## config.mk

```make
export PLATFORM = sky130hd
export DESIGN_NAME = rr_reg_arbiter_flat
export DESIGN_NICKNAME = d
export VERILOG_FILES = /design/src/rtl/rr_reg_arbiter_if.sv /design/src/rtl/rr_reg_arbiter.sv /design/src/flat_wrapper.sv
export SDC_FILE = /design/constraint.sdc
export NUM_CORES = 1
export LEC_CHECK = 0
export BUFFER_PORTS_ARGS = -buffer_cell sky130_fd_sc_hd__buf_2
export CAP_MARGIN = 40
export CORE_UTILIZATION = 52
export CTS_CLUSTER_SIZE = 40
export DETAILED_ROUTE_END_ITERATION = 10
export GPL_TIMING_DRIVEN = 0
export PLACE_DENSITY = 0.95
export SLEW_MARGIN = 20
export SYNTH_ARGS = -nofsm -noshare
export SYNTH_HDL_FRONTEND = slang
export SYNTH_SLANG_ARGS = --single-unit
```

## constraint.sdc

```tcl
create_clock -name clk -period 2.9 [get_ports clk]
set_clock_uncertainty 0.05 [all_clocks]
set_input_delay 0.29 -clock clk [delete_from_list [all_inputs] [get_ports clk]]
set_output_delay 0.29 -clock clk [all_outputs]
set_load 0.005 [all_outputs]
```

## src/rtl/rr_reg_arbiter_if.sv

```systemverilog
// Bundle of requester-side and arbiter-side signals for the shared-register round-robin arbiter.
interface rr_reg_arbiter_if #(
   parameter int N_REQ = 4,
   parameter int WIDTH = 8,
   parameter int ID_W  = 2
);
   logic [N_REQ-1:0]       req;
   logic [N_REQ-1:0]       wr_en;
   logic [N_REQ*WIDTH-1:0] d_in;
   logic [N_REQ-1:0]       gnt;
   logic [ID_W-1:0]        owner;
   logic                   busy;
   logic [WIDTH-1:0]       q;
   logic                   q_valid;

   modport master (
      output req, wr_en, d_in,
      input  gnt, owner, busy, q, q_valid
   );

   modport slave (
      input  req, wr_en, d_in,
      output gnt, owner, busy, q, q_valid
   );
endinterface

```

## src/rtl/rr_reg_arbiter.sv

```systemverilog
// Round-robin arbiter granting one requester at a time write access to a shared WIDTH-bit register.
// Owners are bounded to MAX_HOLD consecutive cycles while others wait; handover has no idle bubble.
module rr_reg_arbiter #(
   parameter int N_REQ    = 4,
   parameter int WIDTH    = 8,
   parameter int ID_W     = 2,
   parameter int MAX_HOLD = 4
) (
   input logic            clk,
   input logic            reset,
   rr_reg_arbiter_if.slave bus
);

   localparam int HOLD_W = $clog2(MAX_HOLD + 1);

   typedef enum logic {IDLE, OWN} state_t;

   state_t            state_q, state_d;
   logic [ID_W-1:0]   owner_q, owner_d;
   logic [ID_W-1:0]   ptr_q, ptr_d;
   logic [N_REQ-1:0]  gnt_q, gnt_d;
   logic [HOLD_W-1:0] hold_q, hold_d;
   logic [WIDTH-1:0]  data_q, data_d;
   logic              valid_q, valid_d;

   logic [ID_W-1:0]   owner_inc;
   logic [N_REQ-1:0]  others;
   logic [ID_W:0]     pick_idle;
   logic [ID_W:0]     pick_own;
   logic              release_own;

   // First set bit of vec at or after start, wrapping; MSB of the result flags a hit.
   function automatic logic [ID_W:0] rr_search(input logic [N_REQ-1:0] vec,
                                               input logic [ID_W-1:0]  start);
      logic [ID_W:0] result;
      int            idx;
      result = '0;
      for (int k = N_REQ - 1; k >= 0; k--) begin
         idx = (int'(start) + k) % N_REQ;
         if (vec[idx]) begin
            result = {1'b1, ID_W'(idx)};
         end
      end
      return result;
   endfunction

   always_ff @(posedge clk or posedge reset) begin
      if (reset) begin
         state_q <= IDLE;
         owner_q <= '0;
         ptr_q   <= '0;
         gnt_q   <= '0;
         hold_q  <= '0;
         data_q  <= '0;
         valid_q <= 1'b0;
      end else begin
         state_q <= state_d;
         owner_q <= owner_d;
         ptr_q   <= ptr_d;
         gnt_q   <= gnt_d;
         hold_q  <= hold_d;
         data_q  <= data_d;
         valid_q <= valid_d;
      end
   end

   // A release with no other pending requester can only mean the owner dropped, so the grant goes idle.
   always_comb begin
      state_d     = state_q;
      owner_d     = owner_q;
      ptr_d       = ptr_q;
      gnt_d       = gnt_q;
      hold_d      = hold_q;
      owner_inc   = (int'(owner_q) == N_REQ - 1) ? '0 : owner_q + ID_W'(1);
      others      = bus.req & ~gnt_q;
      pick_idle   = rr_search(bus.req, ptr_q);
      pick_own    = rr_search(others, owner_inc);
      release_own = !bus.req[owner_q] || ((hold_q == HOLD_W'(MAX_HOLD)) && (|others));
      case (state_q)
         IDLE: begin
            if (pick_idle[ID_W]) begin
               state_d = OWN;
               owner_d = pick_idle[ID_W-1:0];
               gnt_d   = N_REQ'(1) << pick_idle[ID_W-1:0];
               hold_d  = HOLD_W'(1);
            end
         end
         OWN: begin
            if (release_own) begin
               ptr_d = owner_inc;
               if (pick_own[ID_W]) begin
                  owner_d = pick_own[ID_W-1:0];
                  gnt_d   = N_REQ'(1) << pick_own[ID_W-1:0];
                  hold_d  = HOLD_W'(1);
               end else begin
                  state_d = IDLE;
                  gnt_d   = '0;
                  hold_d  = '0;
               end
            end else if (hold_q < HOLD_W'(MAX_HOLD)) begin
               hold_d = hold_q + HOLD_W'(1);
            end
         end
         default: begin
            state_d = IDLE;
            gnt_d   = '0;
         end
      endcase
   end

   // Writes are qualified by the registered grant, so the outgoing owner's last cycle still lands.
   always_comb begin
      data_d  = data_q;
      valid_d = valid_q;
      for (int i = 0; i < N_REQ; i++) begin
         if (gnt_q[i] && bus.wr_en[i]) begin
            data_d  = bus.d_in[i*WIDTH +: WIDTH];
            valid_d = 1'b1;
         end
      end
   end

   always_comb begin
      bus.gnt     = gnt_q;
      bus.owner   = owner_q;
      bus.busy    = |gnt_q;
      bus.q       = data_q;
      bus.q_valid = valid_q;
   end

endmodule

```

## src/flat_wrapper.sv

```systemverilog
// flat-port wrapper written by rule: the top's interface ports become plain ports
module rr_reg_arbiter_flat 
#(
   parameter int N_REQ    = 4,
   parameter int WIDTH    = 8,
   parameter int ID_W     = 2,
   parameter int MAX_HOLD = 4
)
  (clk, reset, bus_req, bus_wr_en, bus_d_in, bus_gnt, bus_owner, bus_busy, bus_q, bus_q_valid);
  rr_reg_arbiter_if #(.N_REQ(N_REQ), .WIDTH(WIDTH), .ID_W(ID_W)) bus_i ();
  input logic clk;
  input logic reset;
  input wire logic [$bits(bus_i.req)-1:0] bus_req;
  input wire logic [$bits(bus_i.wr_en)-1:0] bus_wr_en;
  input wire logic [$bits(bus_i.d_in)-1:0] bus_d_in;
  output wire logic [$bits(bus_i.gnt)-1:0] bus_gnt;
  output wire logic [$bits(bus_i.owner)-1:0] bus_owner;
  output wire logic [$bits(bus_i.busy)-1:0] bus_busy;
  output wire logic [$bits(bus_i.q)-1:0] bus_q;
  output wire logic [$bits(bus_i.q_valid)-1:0] bus_q_valid;
  assign bus_i.req = bus_req;
  assign bus_i.wr_en = bus_wr_en;
  assign bus_i.d_in = bus_d_in;
  assign bus_gnt = bus_i.gnt;
  assign bus_owner = bus_i.owner;
  assign bus_busy = bus_i.busy;
  assign bus_q = bus_i.q;
  assign bus_q_valid = bus_i.q_valid;
  rr_reg_arbiter #(.N_REQ(N_REQ), .WIDTH(WIDTH), .ID_W(ID_W), .MAX_HOLD(MAX_HOLD)) u_core (.clk(clk), .reset(reset), .bus(bus_i));
endmodule
```

==> results.yml, run 1 <==
sta:
  slew_headroom_pct: 54.9
  slew_viol_final: 0
  min_period_over_period_pct: 73.5
  setup_viol: 0
  post-route-min-period_ns: 2.13
  rsz0062_at_grt: "no"
  setup_slack_ns: 0.768
  setup_tns_ns: 0
  max_freq_mhz: 469
  finalHoldViolCount: 0
  worst_pin_slew_ns: 0.675
die:
  rows: 18
  dieArea_sq_mm: 0.00305
  fp.dieH_microns: 55.2
  start_util_pct: 57.3
  io_pins: 58
  coreArea_sq_mm: 0.00257
  dieWidth_microns: 55.2
setup_path:
  cp_top_family: "compound AO/OA/AOI/OAI gates"
  worstPathMaxFanout: 5
  r2r_cells: 6
  critPathArrivalTime_ns: 2.30
  cp.required_ns: 3.07
  r2r_start: "u_core.bus.owner[0]"
  rrSetupSlack_ns: 0.77
  criticalPathCategory: "flip-flop to flip-flop"
  path_cells: "ha_1 -> nor2_1 -> nor2_1 -> o32ai_1 -> nand4_1 -> a31oi_1"
  critPathLaunchType: "flip-flop"
  cpMaxStageDelayCell: "o32ai_1"
  cp_common_cell: "nor2_1"
  max_stage_delay_ns: 0.62
  r2r_end: "u_core.bus.gnt[3]"
  critPathCaptureType: "flip-flop"
  cp_num_buf_inv: 0
route:
  drc: 0
  wl_per_cell_microns: 14.3
  routed_wl_mm: 3.82
  drtIter0Drc: 55
  wl_met2_mm: 1.77
  wl_met1_mm: 1.76
  ant_nets: 0
  dr.max_layer_used: "met4"
  wl_met3_microns: 259
  vias: 1568
  firstDrtPassIters: 4
  detail_route.vias_per_cell: 5.87
cts:
  cts_hold_buffers: 0
  post_cts_buffers: 0
  cts_buffers: 3
  cts.clk_slew.worst_paths_ns: 0.12
  insertion_delay_ns: 0.30
  cts_tree: "yes"
  htreeDepth: 1
  cts_sinks: 21
  cts_resized: 0
  ctsLongestPathBuffers: 2
  root_buffer: "clkbuf_4"
synthesis:
  ys_seq_area_share_pct: 35.7
  synth-simple-area-share_pct: 23.6
  yosys_warnings: 0
  avgSynthCellArea_sq_um: 8.41
  synth_top_cells_by_area: "dfrtp_1 36%, a21oi_1 8.5%, nor2_1 7.1%"
  synth_edf_count: 0
  synth_top_area_cell: "dfrtp_1"
  synth-seq-cells: 21
  synth.most_common_cell: "nor2_1"
  muxShareOfSynthArea_pct: 4.42
  synth_top_family_by_area: "compound AO/OA/AOI/OAI gates"
  syn_inst: 175
  yosys.area.top_type_share_pct: 35.7
  synthAdderAreaFrac_pct: 2.55
  async_flop_share_pct: 100
  synth_area_sq_mm: 0.00147
  synthXorXnorAreaFrac_pct: 0
  synth-compound-area-share_pct: 29.3
  synth_flop_cell: "dfrtp_1"
  synthTopCellsByCount: "28 x nor2_1, 25 x a21oi_1, 21 x dfrtp_1"
  synthDistinctLibCells: 43
  syn-num-nets: 220
global_route:
  grt_pass1_vias: 1202
  grt-ovfl-total: 0
  grt_max_degree: 22
  grt_usage_pct: 24.9
  antenna_found_initial: 0
  grt_pass1_wl_mm: 5.40
cells_and_area:
  final_area_sq_mm: 0.00184
  fin_nets: 283
  finish.utilization_pct: 71.7
  drive_above_1_share_pct: 32.9
  diodes: 0
  nFillCells: 228
  synthToLayoutAreaGrowth_pct: 25.1
hold_path:
  min_from: "bus_d_in[27]"
  holdPathStages: 3
  hold_end: "u_core.bus.q[3]"
  hold_path.class: "primary input to flip-flop"
placement:
  dpl-instance-area_sq_mm: 0.00179
  gp_congestion: 0.998
  place_ws_ns: 0.845
  portBuffers: 56
  dpl.hpwl_mm: 2.85
pwr:
  leakagePower_nw: 0.857
  power_density_mw_per_mm2: 1000
  ir_drop_v: 0.000690
run:
  max_cap_violations: 0
outcome:
  outcome: "finished clean"
[worst max-delay path by stage]
stage	depth (start not counted)	startpoint	endpoint
final	6	u_core.bus.owner[0]	u_core.bus.gnt[3]
after global routing	6	u_core.bus.owner[0]	u_core.bus.gnt[3]
after CTS	6	u_core.bus.owner[0]	u_core.bus.gnt[3]
after detailed placement	6	u_core.bus.owner[0]	u_core.bus.gnt[0]
after global placement	6	u_core.bus.owner[0]	u_core.bus.gnt[3]
after floorplan	6	u_core.bus.owner[0]	u_core.bus.gnt[0]
[kinds of logic after synthesis]
family	count (synthesis)
compound gates	60
flops	21
mux	5
buf+inv	15
simple gates	71
fa+ha+maj	3
[layout by cell type (no fill, tap or decap), drive strengths merged, types with 4 or more instances in the layout]
master,synthesis,final
a31oi,4,4
a311oi,8,8
nor2,28,28
inv,7,7
nand3,10,10
buf,3,60
clkbuf,5,9
dfrtp,21,21
a21oi,26,26
nand2,16,16
and2b,4,4
[routing by layer]
metal	vias to the layer above	global-route usage, %
met5	-	0
met4	0	6.67
met3	4	5.74
met2	69	37.3
met1	717	35.6
li1	778	-
[power by group]
part	leakage, nW	switching [W]	internal (W)
combinational	0.600	0.000628	0.000521
clock	0.0150	0.0000851	0.0000536
sequential	0.242	0.000119	0.000437
total	0.857	0.000832	0.00101
[sequential cells by signal, indices dropped and copies added, names as in the netlist]
register,cells
u_core.bus.gnt,4
u_core.bus.q,8
u_core.ptr_q,2
u_core.bus.q_valid,1
u_core.bus.owner,2
u_core.hold_q,3
u_core.state_q,1
[through the flow]
step                      cells  hold WS (ns)  power (W)
after detailed placement    261         0.414    0.00169
after global routing        267         0.211    0.00200
after floorplan             175         0.217    0.00137
after global placement      261         0.396    0.00166
final                       267         0.217    0.00184
after CTS                   265        0.0743    0.00184
[area by class of cell]
cell class	instances	area (sq um)	share of cell area (%)
buffer	8	40.0	2.18
clock buffer	4	26.3	1.43
inverter	7	26.3	1.43
multi-input combinational	139	880	47.8
sequential	21	526	28.6
tap	30	37.5	2.04
timing repair buffer	58	305	16.6
[worst min-delay path, cell delays in order]
cell     delay, ns
buf_2         0.07
a21oi_1       0.05
a21oi_1       0.12
No activity file was read; power rests on OpenSTA's default activity.
==> run 2: changes to the inputs <==
--- a/config.mk
+++ b/config.mk
@@ -7,11 +7,11 @@
 export LEC_CHECK = 0
 export BUFFER_PORTS_ARGS = -buffer_cell sky130_fd_sc_hd__buf_2
 export CAP_MARGIN = 40
-export CORE_UTILIZATION = 52
+export CORE_UTILIZATION = 44
 export CTS_CLUSTER_SIZE = 40
 export DETAILED_ROUTE_END_ITERATION = 10
 export GPL_TIMING_DRIVEN = 0
-export PLACE_DENSITY = 0.95
+export PLACE_DENSITY = 0.88
 export SLEW_MARGIN = 20
 export SYNTH_ARGS = -nofsm -noshare
 export SYNTH_HDL_FRONTEND = slang
==> constraint.sdc (replaced) <==
create_clock -name clk -period 1.87 [get_ports clk]
set_clock_uncertainty 0.05 [all_clocks]
set_input_delay 0.187 -clock clk [delete_from_list [all_inputs] [get_ports clk]]
set_output_delay 0.187 -clock clk [all_outputs]
set_load 0.005 [all_outputs]
==> run 2 against run 1 <==
The flow now finishes with violations (negative setup slack). Global-route usage decreased by 0.48 points. Fmax increased by 13%. Highest routed layer unchanged. Die area increased by 18%. Clock power increased by 63%. Largest cell class unchanged. Critical path depth decreased by 2. Flip-flop and latch count unchanged. Combinational power increased by 81%. Clock-buffer cell count decreased by 1. Worst setup slack got worse by 0.78 ns.
==> results.yml, run 2 (synthesized netlist as in run 1, its figures left out) <==
outcome:
  outcome: "finished, violations left"
  failed_checks: "negative setup slack"
cells_and_area:
  layout_common_cells: "57 x buf_2, 27 x nor2_1, 25 x a21oi_1"
  largest_reg_flops: 8
  ff_latch_area_sq_um: 529
  diodes: 0
  synthToLayoutAreaGrowth_pct: 33.9
  final_area_sq_mm: 0.00197
  finish.utilization_pct: 63.5
  multi_input_area_sq_um: 951
  nFillCells: 270
  drive_above_1_share_pct: 39.4
  fin_nets: 287
  mostFrequentLayoutCell: "buf_2"
route:
  drtIter0Drc: 116
  vias: 1662
  routed_wl_mm: 4.27
  drc: 0
  firstDrtPassIters: 4
  wl_per_cell_microns: 15.0
  detail_route.vias_per_cell: 5.83
  ant_nets: 0
cts:
  cts_buffers: 3
  htreeDepth: 1
  cts_sinks: 21
  cts_tree: "yes"
  root_buffer: "clkbuf_4"
  ctsLongestPathBuffers: 2
  insertion_delay_ns: 0.31
  cts.clk_slew.worst_paths_ns: 0.12
global_route:
  grt_max_degree: 22
  grt_pass1_vias: 1416
  antenna_found_initial: 0
  grt_usage_pct: 24.4
  grt-ovfl-total: 0
  grt_pass1_wl_mm: 6.58
setup_path:
  r2r_cells: 4
  cpMaxStageDelayCell: "mux4_2"
  critPathArrivalTime_ns: 2.04
  worstPathMaxFanout: 5
  r2r_start: "u_core.bus.owner[0]"
  rrSetupSlack_ns: -0.01
  cp.required_ns: 2.02
  criticalPathCategory: "flip-flop to flip-flop"
  path_cells: "mux4_2 -> a21boi_4 -> a21oi_2 -> a222oi_1"
  cp_top_family: "compound AO/OA/AOI/OAI gates"
  critPathCaptureType: "flip-flop"
  max_stage_delay_ns: 0.62
  critPathLaunchType: "flip-flop"
  r2r_end: "u_core.bus.owner[1]"
  cp_num_buf_inv: 0
placement:
  place_ws_ns: -0.275
  gp_congestion: 0.946
  dpl-instance-area_sq_mm: 0.00181
  dpl.hpwl_mm: 3.05
  portBuffers: 56
sta:
  max_freq_mhz: 531
  worst_pin_slew_ns: 0.394
  min_period_over_period_pct: 101
  setup_tns_ns: -0.0125
  slew_viol_final: 0
  hold_slack_ns: 0.110
  setup_viol: 1
  rsz0062_at_grt: "yes"
  slew_headroom_pct: 73.7
  post-route-min-period_ns: 1.88
  finalHoldViolCount: 0
  setup_slack_ns: -0.0125
die:
  dieArea_sq_mm: 0.00358
  dieWidth_microns: 59.8
  start_util_pct: 47.4
  io_pins: 58
  rows: 20
  coreArea_sq_mm: 0.00310
  fp.dieH_microns: 59.8
pwr:
  ir_drop_v: 0.000743
  leakagePower_nw: 0.898
  power_density_mw_per_mm2: 1630
hold_path:
  hold_path.class: "primary input to flip-flop"
  holdPathStages: 3
  hold_end: "u_core.bus.q[4]"
  min_from: "bus_d_in[28]"
run:
  max_cap_violations: 0
## run 2: cell types whose count changed in the layout (fill, tap and decap cells not counted), moves of 3 or more
cell      change
buf_4         +5
clkbuf_1      -4
clkbuf_2      +3
dfrtp_1       -3
dfrtp_2       +3
## run 2: worst max-delay path by stage
| stage | startpoint | end | slack (ns) | cells after the start |
|---|---|---|---|---|
| 2_1_floorplan | u_core.bus.owner[0] | u_core.bus.gnt[0] | 0.07 | 6 |
| 3_5_place_dp | u_core.bus.owner[0] | u_core.bus.gnt[2] | -0.28 | 6 |
| 6_report | u_core.bus.owner[0] | u_core.bus.owner[1] | -0.01 | 4 |
| 4_1_cts | u_core.bus.owner[0] | u_core.bus.gnt[0] | 0.002 | 5 |
| 5_1_grt | u_core.bus.owner[0] | u_core.bus.owner[1] | -0.06 | 4 |
| 3_3_place_gp | u_core.bus.owner[0] | u_core.bus.gnt[3] | -0.21 | 6 |
## run 2: where the power goes
part | switching (W) | internal (W)
sequential | 0.000214 | 0.000683
combinational | 0.00110 | 0.000978
clock | 0.000147 | 0.0000800
## run 2: through the flow
step                std cells  total power (W)
floorplan                 175          0.00213
global placement          275          0.00258
detailed placement        275          0.00265
CTS                       281          0.00300
global route              285          0.00347
finish                    285          0.00321
## run 2: what timing repair did
item | 4_1_cts | 5_1_grt
endpoints found under the hold margin | 21 | 0
hold buffers | 1 | 0
pin swaps | 0 | 7
setup buffers | 1 | 3
setup endpoints to repair | 8 | 18
gates resized for setup | 8 | 15
## run 2: worst register-to-register path: cells and delay by family, from the launching register on
family / cells / cell delay [ns]
AOI/OAI and AO/OA: 3 / 0.62
muxes: 1 / 0.62
DFF: 1 / 0.48
## run 2: layout make-up
class	instances	area share [%]
multi-input combinational	139	48.3
inverter	7	1.33
buffer	8	2.35
clock buffer	3	1.14
tap	44	2.79
timing repair buffer	62	17.0
sequential	21	26.9
clock inverter	1	0.254
## run 2: metal layers
| metal | GRT usage, % | wire length, microns | up-vias |
|---|---|---|---|
| li1 | - | - | 787 |
| met1 | 35.0 | 1900 | 798 |
| met2 | 36.3 | 2070 | 71 |
| met3 | 4.33 | 242 | 6 |
| met4 | 9.30 | 57 | 0 |
| met5 | 0 | 0 | - |
==> run 3: changes to the inputs <==
--- a/config.mk
+++ b/config.mk
@@ -5,13 +5,15 @@
 export SDC_FILE = /design/constraint.sdc
 export NUM_CORES = 1
 export LEC_CHECK = 0
+export ABC_AREA = 1
 export BUFFER_PORTS_ARGS = -buffer_cell sky130_fd_sc_hd__buf_2
 export CAP_MARGIN = 40
-export CORE_UTILIZATION = 44
+export CORE_MARGIN = 5
+export CORE_UTILIZATION = 46
 export CTS_CLUSTER_SIZE = 40
 export DETAILED_ROUTE_END_ITERATION = 10
 export GPL_TIMING_DRIVEN = 0
-export PLACE_DENSITY = 0.88
+export PLACE_DENSITY = 0.89
 export SLEW_MARGIN = 20
 export SYNTH_ARGS = -nofsm -noshare
 export SYNTH_HDL_FRONTEND = slang
==> run 3 against run 2 <==
The run still ends with negative setup slack left. Clock power is 30% higher. Combinational power is 66% higher. Area after synthesis is 20% higher. Final cell count is 36% higher. Critical endpoint is now u_core.bus.gnt[3]. Cell area is 17% higher. Utilization is 0.75 points lower. Worst setup slack better by 0.0051 ns. Flip-flop and latch count stayed put.
==> results.yml, run 3 <==
route:
  ant_nets: 0
  vias: 2113
  drtIter0Drc: 139
  routed_wl_mm: 5.41
  wl_per_cell_microns: 13.9
  detail_route.vias_per_cell: 5.43
  firstDrtPassIters: 5
  drc: 0
die:
  coreArea_sq_mm: 0.00369
  fp.dieH_microns: 71.8
  dieWidth_microns: 71.8
  start_util_pct: 47.7
  io_pins: 58
  dieArea_sq_mm: 0.00516
  rows: 22
cts:
  htreeDepth: 1
  ctsLongestPathBuffers: 2
  cts_buffers: 3
  cts.clk_slew.worst_paths_ns: 0.08
  root_buffer: "clkbuf_8"
  insertion_delay_ns: 0.26
  cts_sinks: 21
  cts_tree: "yes"
synthesis:
  muxShareOfSynthArea_pct: 0.569
  synth-seq-cells: 21
  synth_area_sq_mm: 0.00176
  async_flop_share_pct: 100
  synthXorXnorAreaFrac_pct: 0
  synthTopCellsByCount: "88 x nand2_1, 35 x nand3_1, 25 x inv_1"
  synth_edf_count: 0
  synth_top_family_by_area: "simple AND/OR/NAND/NOR gates"
  synth_top_cells_by_area: "dfrtp_1 30%, nand2_1 19%, nand3_1 10%"
  synth_flop_cell: "dfrtp_1"
  yosys_warnings: 0
  synth-compound-area-share_pct: 13.6
  syn_inst: 274
  synth_top_area_cell: "dfrtp_1"
  yosys.area.top_type_share_pct: 29.9
  synthDistinctLibCells: 31
  synthAdderAreaFrac_pct: 2.13
  synth-simple-area-share_pct: 45.3
  syn-num-nets: 319
  synth.most_common_cell: "nand2_1"
  avgSynthCellArea_sq_um: 6.42
  ys_seq_area_share_pct: 29.9
outcome:
  outcome: "finished, violations left"
  failed_checks: "negative setup slack"
sta:
  min_period_over_period_pct: 100
  slew_headroom_pct: 72.5
  finalHoldViolCount: 0
  setup_viol: 1
  worst_pin_slew_ns: 0.413
  rsz0062_at_grt: "yes"
  slew_viol_final: 0
  setup_slack_ns: -0.00745
  post-route-min-period_ns: 1.88
  max_freq_mhz: 533
cells_and_area:
  ff_latch_area_sq_um: 529
  nFillCells: 311
  mostFrequentLayoutCell: "nand2_1"
  diodes: 0
  synthToLayoutAreaGrowth_pct: 31.6
  layout_common_cells: "75 x nand2_1, 57 x buf_2, 29 x nand3_1"
  largest_reg_flops: 8
  final_area_sq_mm: 0.00231
  multi_input_area_sq_mm: 0.00119
  instances_no_fill: 389
  drive_above_1_share_pct: 36.7
  fin_nets: 387
hold_path:
  holdPathStages: 3
  hold_path.class: "primary input to flip-flop"
  min_from: "bus_d_in[24]"
  hold_end: "u_core.bus.q[0]"
setup_path:
  critPathArrivalTime_ns: 1.97
  cp_common_cell: "nand2_2"
  r2r_start: "u_core.bus.owner[0]"
  cp.required_ns: 1.96
  worstPathMaxFanout: 8
  criticalPathCategory: "flip-flop to flip-flop"
  rrSetupSlack_ns: -0.007
  critPathLaunchType: "flip-flop"
  r2r_cells: 11
  r2r_end: "u_core.bus.gnt[3]"
  cpMaxStageDelayCell: "dfrtp_2"
  path_cells: "buf_4 -> inv_2 -> a21oi_1 -> o21ai_0 -> nand2_1 -> nand2_2 -> nand2_2 -> nand2_2 -> nand2_1 -> nor2_1 -> nor2_1"
  max_stage_delay_ns: 0.47
  critPathCaptureType: "flip-flop"
global_route:
  grt_usage_pct: 18.0
  grt-ovfl-total: 0
  grt_pass1_vias: 1781
  antenna_found_initial: 0
  grt_pass1_wl_mm: 7.60
  grt_max_degree: 22
placement:
  dpl.hpwl_mm: 3.89
  gp_congestion: 0.901
  place_ws_ns: -0.0824
  placed_cells: 378
  portBuffers: 56
  dpl-instance-area_sq_mm: 0.00210
run:
  max_cap_violations: 0
pwr:
  ir_drop_v: 0.000935
  p_total_w: 0.00465
  power_density_mw_per_mm2: 2010
  leakagePower_nw: 1.23
## run 3: cell count changes in the layout (fill, tap and decap cells not counted), moves of 8 or more
cell | before | now
nand2_1 | 15 | 75
inv_2 | 0 | 8
a21oi_1 | 25 | 17
nand3_1 | 9 | 29
inv_1 | 7 | 21
a311oi_1 | 8 | 0
nand2_2 | 1 | 23
nand3_2 | 1 | 9
## run 3: worst max path at each step
stage          depth (start not counted)                 from           endpoint  slack, ns
6_report                              11  u_core.bus.owner[0]  u_core.bus.gnt[3]     -0.007
5_1_grt                               11  u_core.bus.owner[0]  u_core.bus.gnt[3]      -0.12
4_1_cts                               12  u_core.bus.owner[0]  u_core.bus.gnt[1]       0.04
3_5_place_dp                          12  u_core.bus.owner[0]  u_core.bus.gnt[1]      -0.08
3_3_place_gp                          12  u_core.bus.owner[0]  u_core.bus.gnt[1]      -0.05
2_1_floorplan                         12  u_core.bus.owner[0]  u_core.bus.gnt[1]       0.11
## run 3: cells by family after synthesis
logic type	count (synthesis)
fa+ha+maj	3
simple gates	172
mux	1
buf+inv	35
flops	21
compound gates	42
## run 3: repair_timing
action,CTS,global route
hold buffers,0,1
resized for setup,3,31
endpoints found under the setup margin,6,9
pin swaps,0,17
buffers inserted,0,5
hold endpoints to repair,0,21
## run 3: area by class of cell
class                   instances  area share [%]
clock buffers                   4            1.95
plain buffers                   4            1.35
repair buffers                 63            14.8
well taps                      48            2.59
multi-input cells             218            51.3
inverters                      31            5.14
flip-flops and latches         21            22.9
## run 3: critical path: cells and delay by family, from the launching register on
kind | cells | cell delay, ns
AND/OR/NAND/NOR | 7 | 0.79
flip-flops | 1 | 0.47
buffers and inverters | 2 | 0.25
AO/OA/AOI/OAI | 2 | 0.20
## run 3: through the flow
| stage | hold slack (ns) | setup TNS, ns | util [%] |
|---|---|---|---|
| after floorplan | 0.114 | 0 | - |
| after global placement | 0.313 | -0.205 | 56.9 |
| after detailed placement | 0.321 | -0.330 | 56.9 |
| after CTS | 0.0410 | 0 | 58.6 |
| after global routing | 0.188 | -0.760 | 62.8 |
| final | 0.163 | -0.00745 | 62.8 |
## run 3: per-layer routing
layer | vias to the layer above | share of wire [%] | track usage (%)
met5 | - | 0 | 0
met4 | 0 | 2.5 | 4.59
met3 | 15 | 6.0 | 2.38
met2 | 93 | 52 | 30.5
met1 | 972 | 39 | 24.0
li1 | 1033 | - | -
## run 3: power breakdown
part / switching [W] / total (W) / internal (W)
registers: 0.000221 / 0.000906 / 0.000686
clock network: 0.000143 / 0.000294 / 0.000151
logic: 0.00216 / 0.00345 / 0.00128
total: 0.00253 / 0.00465 / 0.00212
